==> config.mk <==
export PLATFORM = sky130hd
export DESIGN_NAME = seq_chk_align
export DESIGN_NICKNAME = d
export VERILOG_FILES = /design/src/rtl/seq_test_pkg.sv /design/src/rtl/seq_chk_align.sv
export SDC_FILE = /design/constraint.sdc
export NUM_CORES = 1
export LEC_CHECK = 0
export CORE_AREA = 2 2 39 41
export CTS_CLUSTER_DIAMETER = 100
export DETAILED_ROUTE_END_ITERATION = 8
export DIE_AREA = 0 0 41 43
export GPL_ROUTABILITY_DRIVEN = 0
export PLACE_DENSITY = 0.34
export SLEW_MARGIN = 20
export SYNTH_ARGS = -nofsm -noshare
export SYNTH_HDL_FRONTEND = slang
export SYNTH_SLANG_ARGS = --single-unit
==> constraint.sdc <==
create_clock -name clk -period 2.02 [get_ports clk]
set_input_delay 0.404 -clock clk [delete_from_list [all_inputs] [get_ports clk]]
set_output_delay 0.404 -clock clk [all_outputs]
set_load 0.02 [all_outputs]
==> src/rtl/seq_test_pkg.sv <==
// Shared definitions for the test sequence generator and checker:
// pattern periods, pattern bit vectors, helpers and the checker state type.
package seq_test_pkg;

    localparam int P0_LEN = 3;
    localparam int P1_LEN = 4;

    // Bit vectors are written first-bit-first: the MSB is phase 0.
    localparam logic [2:0] PAT0 = 3'b101;
    localparam logic [3:0] PAT1 = 4'b1010;

    typedef enum logic [1:0] {
        HUNT   = 2'd0,
        VERIFY = 2'd1,
        LOCKED = 2'd2
    } chk_state_t;

    // Pattern period for a given pattern selector.
    function automatic int pat_len(input int pattern);
        return (pattern == 0) ? P0_LEN : P1_LEN;
    endfunction

    // Expected bit at a given phase of the selected pattern.
    function automatic logic pat_bit(input int pattern, input int idx);
        logic [1:0] i2;
        i2 = idx[1:0];
        if (pattern == 0) begin
            return PAT0[2'd2 - i2];
        end
        return PAT1[2'd3 - i2];
    endfunction

endpackage

==> src/rtl/seq_chk_align.sv <==
// HUNT-state alignment: shifts valid bits into a one-period window and
// reports which pattern rotation the window (including the incoming bit)
// matches, so the checker can leave HUNT on the same edge the window fills.
module seq_chk_align
    import seq_test_pkg::*;
#(
    parameter int PATTERN = 0
) (
    input  logic       clk,
    input  logic       rst,
    input  logic       hunt_en,
    input  logic       data_in,
    input  logic       data_in_valid,
    output logic       align_hit,
    output logic [1:0] align_phase
);

    localparam int P      = pat_len(PATTERN);
    localparam int FILL_W = $clog2(P + 1);

    logic [P-1:0]      window_q;
    logic [P-1:0]      window_next;
    logic [FILL_W-1:0] fill_q;
    logic [FILL_W-1:0] fill_next;
    logic              rot_match;

    // Candidate window and saturating fill count after accepting the current bit.
    always_comb begin
        window_next = {window_q[P-2:0], data_in};
        fill_next   = (fill_q == FILL_W'(P)) ? fill_q : fill_q + 1'b1;
    end

    // Window only collects while hunting; leaving HUNT flushes it so every hunt starts empty.
    always_ff @(posedge clk or posedge rst) begin
        if (rst) begin
            window_q <= '0;
            fill_q   <= '0;
        end else if (!hunt_en) begin
            window_q <= '0;
            fill_q   <= '0;
        end else if (data_in_valid) begin
            window_q <= window_next;
            fill_q   <= fill_next;
        end
    end

    // Rotation compare; k is scanned downwards so the smallest matching rotation wins.
    always_comb begin
        align_hit   = 1'b0;
        align_phase = 2'd0;
        rot_match   = 1'b0;
        if (hunt_en && data_in_valid && (fill_next == FILL_W'(P))) begin
            for (int k = P - 1; k >= 0; k--) begin
                rot_match = 1'b1;
                for (int i = 0; i < P; i++) begin
                    if (window_next[P-1-i] != pat_bit(PATTERN, (k + i) % P)) begin
                        rot_match = 1'b0;
                    end
                end
                if (rot_match) begin
                    align_hit   = 1'b1;
                    align_phase = 2'(k);
                end
            end
        end
    end

endmodule

==> summary.txt <==
Setup path
  – CP Data Required Time: between 1.5 and 2 ns
  – Highest net fanout along the worst path: 4
  – CP Class: input pin to output port
  – Crit. End Element: output port
  – Worst path arrival time: between 1 and 1.5 ns
  – Nature of the critical path startpoint: input pin

Yosys
  – Yosys cell types: 13
  – Cell area after synthesis: 222.7 um2
  – Sequential-to-total area share from yosys stat: 44.94%
  – Ys Warns: 0
  – Syn Area/Cell: 10.12 um2
  – Yosys top cell area share: between 40% and 50%
  – Top cells by area, synth: dfrtp_1 (45%), mux2i_1 (9.0%), nor2b_1 (8.4%)
  – Yosys top cell by area: dfrtp_1
  – Yosys reg bits: 4
  – Syn Nets: 27
  – Cells after Synth: 22

Layout
  – Share of cells above drive strength 1: 31.43%
  – # fillers: 149
  – Post-route cell area: 342.8 um2
  – Final Non-Filler Cells: 51
  – Ant diodes: 0
  – NumNets Final: 42
  – Area added between synthesis and finish: 53.93%
  – Register area: 100.1 um2
  – Multi-input logic area: 107.6 um2

Clock network
  – Clock buffer depth: 2
  – CTS hold repair buffers: 0
  – Root Driver: clkbuf_4
  – CTS tree: done
  – Clock transition at the registers of the reported paths: around 0.03 ns
  – Worst-skew pair later-pin latency: 0.23 ns
  – Clock sink count: 4
  – CTS Buf Count: 3
  – CTS H-tree lvls: 1

Drt
  – Post-route antenna net violation count: 0
  – Initial DRC count: 2
  – First-pass iteration count of the detailed router: 2
  – DRC viols: 0
  – Vias: 200
  – DR WL/cell: between 9 and 10 um
  – Vias per std cell: roughly 3.9
  – Total Wirelength: 478 um

STA
  – Fin. Hold Viols: 0
  – Rel. slew slack: 87.07%
  – Measured slew at the worst slew-check pin: 0.1935 ns
  – Setup WS post-layout: around 0.13 ns
  – Final Hold Slack: 0.3569 ns
  – Final Cycle Share: 93.75%
  – Fmax: 0.5281 GHz
  – RSZ-0062 raised after global routing: false
  – Min Tclk post-route: 1.894 ns
  – Post-route setup TNS: 0 ns
  – Slew Limit Fails: 0
  – # setup viols final: 0
  – Clk_skew: 0.00002401 ns

Global route
  – Global Route Usage Sum: between 8 and 9%
  – First-pass GRT wire length: roughly 940 um
  – Global route overflow: 0
  – Antenna violations before repair: 0
  – Vias in the first global route: around 240
  – Largest net degree at the start of global routing: 6

Job
  – Max cap viols: 0

Pwr
  – Maximum VDD drop: 0.2160 mV
  – Pwr Density: approximately 630 nW/um2
  – Leakage: 0.1493 nW

Place
  – Placed Cells: 48
  – I/O Buffers: 7
  – Placed wire-length estimate: 399.2 um
  – Placed Area: 335.3 um2
  – Worst slack at placement: -0.3083 ns

Die
  – Starting Density: between 10% and 20%
  – Top-Level Pins: 8
  – Core Area: around 1400 um2
  – Die area: approximately 1800 um2
  – Num rows: 14
  – Die Width: between 40 and 50 um
  – Chip height: between 40 and 50 um

Run status
  – Status: finished, final reports clean

Worst hold path
  – HP Class: input pin to async pin
what timing repair did:
action                     in CTS  in global routing
setup endpoints to repair       3                  3
buffers inserted                0                  0
gates resized for setup         7                  5
final timing paths:
path                                         start                      end  slack (ns)  depth (start not counted)
setup / recovery                     data_in_valid           align_phase[0]        0.13                          4
hold / removal                                 rst    fill_q[0]$_DFFE_PP0P_        0.36                          2
setup reg to reg           window_q[0]$_DFFE_PP0P_  window_q[0]$_DFFE_PP0P_        1.28                          2
hold reg to reg              fill_q[0]$_DFFE_PP0P_    fill_q[0]$_DFFE_PP0P_        0.49                          1
max in group asynchronous                      rst  window_q[0]$_DFFE_PP0P_        1.52                          2
min in group clk             fill_q[0]$_DFFE_PP0P_    fill_q[0]$_DFFE_PP0P_        0.49                          1
where the power goes:
part / total, mW / switching, mW / internal [mW]
registers: 0.0900 / 0.00471 / 0.0853
clock network: 0.0938 / 0.0277 / 0.0661
logic: 0.0314 / 0.0125 / 0.0189
total: 0.215 / 0.0449 / 0.170
final cells by class:
class | instances | share of cell area, %
multi-input combinational | 15 | 31.39
sequential | 4 | 29.20
timing repair buffer | 11 | 24.82
clock buffer | 3 | 6.569
tap | 16 | 5.839
inverter | 2 | 2.190
cell usage after synthesis:
cell type / number
dfrtp_1: 4
nor2b_1: 3
a21oi_1: 2
inv_1: 2
mux2i_1: 2
nor3b_1: 2
a211oi_2: 1
a31oi_1: 1
buf_4: 1
nand3_1: 1
nand4_1: 1
o21ai_0: 1
xnor2_1: 1
cell usage in the layout, fill, tap and decap left out, types with 2 or more instances in the layout:
cell             instances
nor3b_1                  2
dfrtp_1                  4
a21oi_1                  2
mux2i_1                  2
buf_4                    4
inv_1                    2
nor2b_1                  3
clkbuf_4                 3
clkbuf_2                 2
clkdlybuf4s50_1          4
per-layer routing:
layer / GRT usage (%) / vias to the layer above / part of all wire, %
li1: - / 103 / -
met1: 9.446 / 92 / 41
met2: 10.94 / 5 / 50
met3: 2.094 / 0 / 9.2
met4: 8.000 / 0 / 0
met5: 0 / - / 0
state kept, by name, summed over array words and instances (netlist names):
name and cells:
fill_q 2, window_q 2
critical path, stage by stage:
cell and delay, ns:
clkdlybuf4s50_1 0.52, nand4_1 0.13, nor3b_1 0.24, buf_2 0.20
cell families (layout without fill, tap and decap cells):
kind of cell	count (synthesis)	in the layout	synth area share, %
flip-flops	4	4	44.95
AND/OR/NAND/NOR	7	7	20.22
multiplexers	2	2	8.989
XOR/XNOR	1	1	3.933
buffers and inverters	3	16	6.744
AO/OA/AOI/OAI	5	5	15.17
metrics by stage:
stage	util [%]	total power, mW
6_report	24.77	0.2152
5_1_grt	24.77	0.2274
4_1_cts	25.86	0.2224
3_5_place_dp	24.23	0.1231
3_3_place_gp	24.23	0.1224
2_1_floorplan	-	0.1052
(Power assumes the default switching activity.)
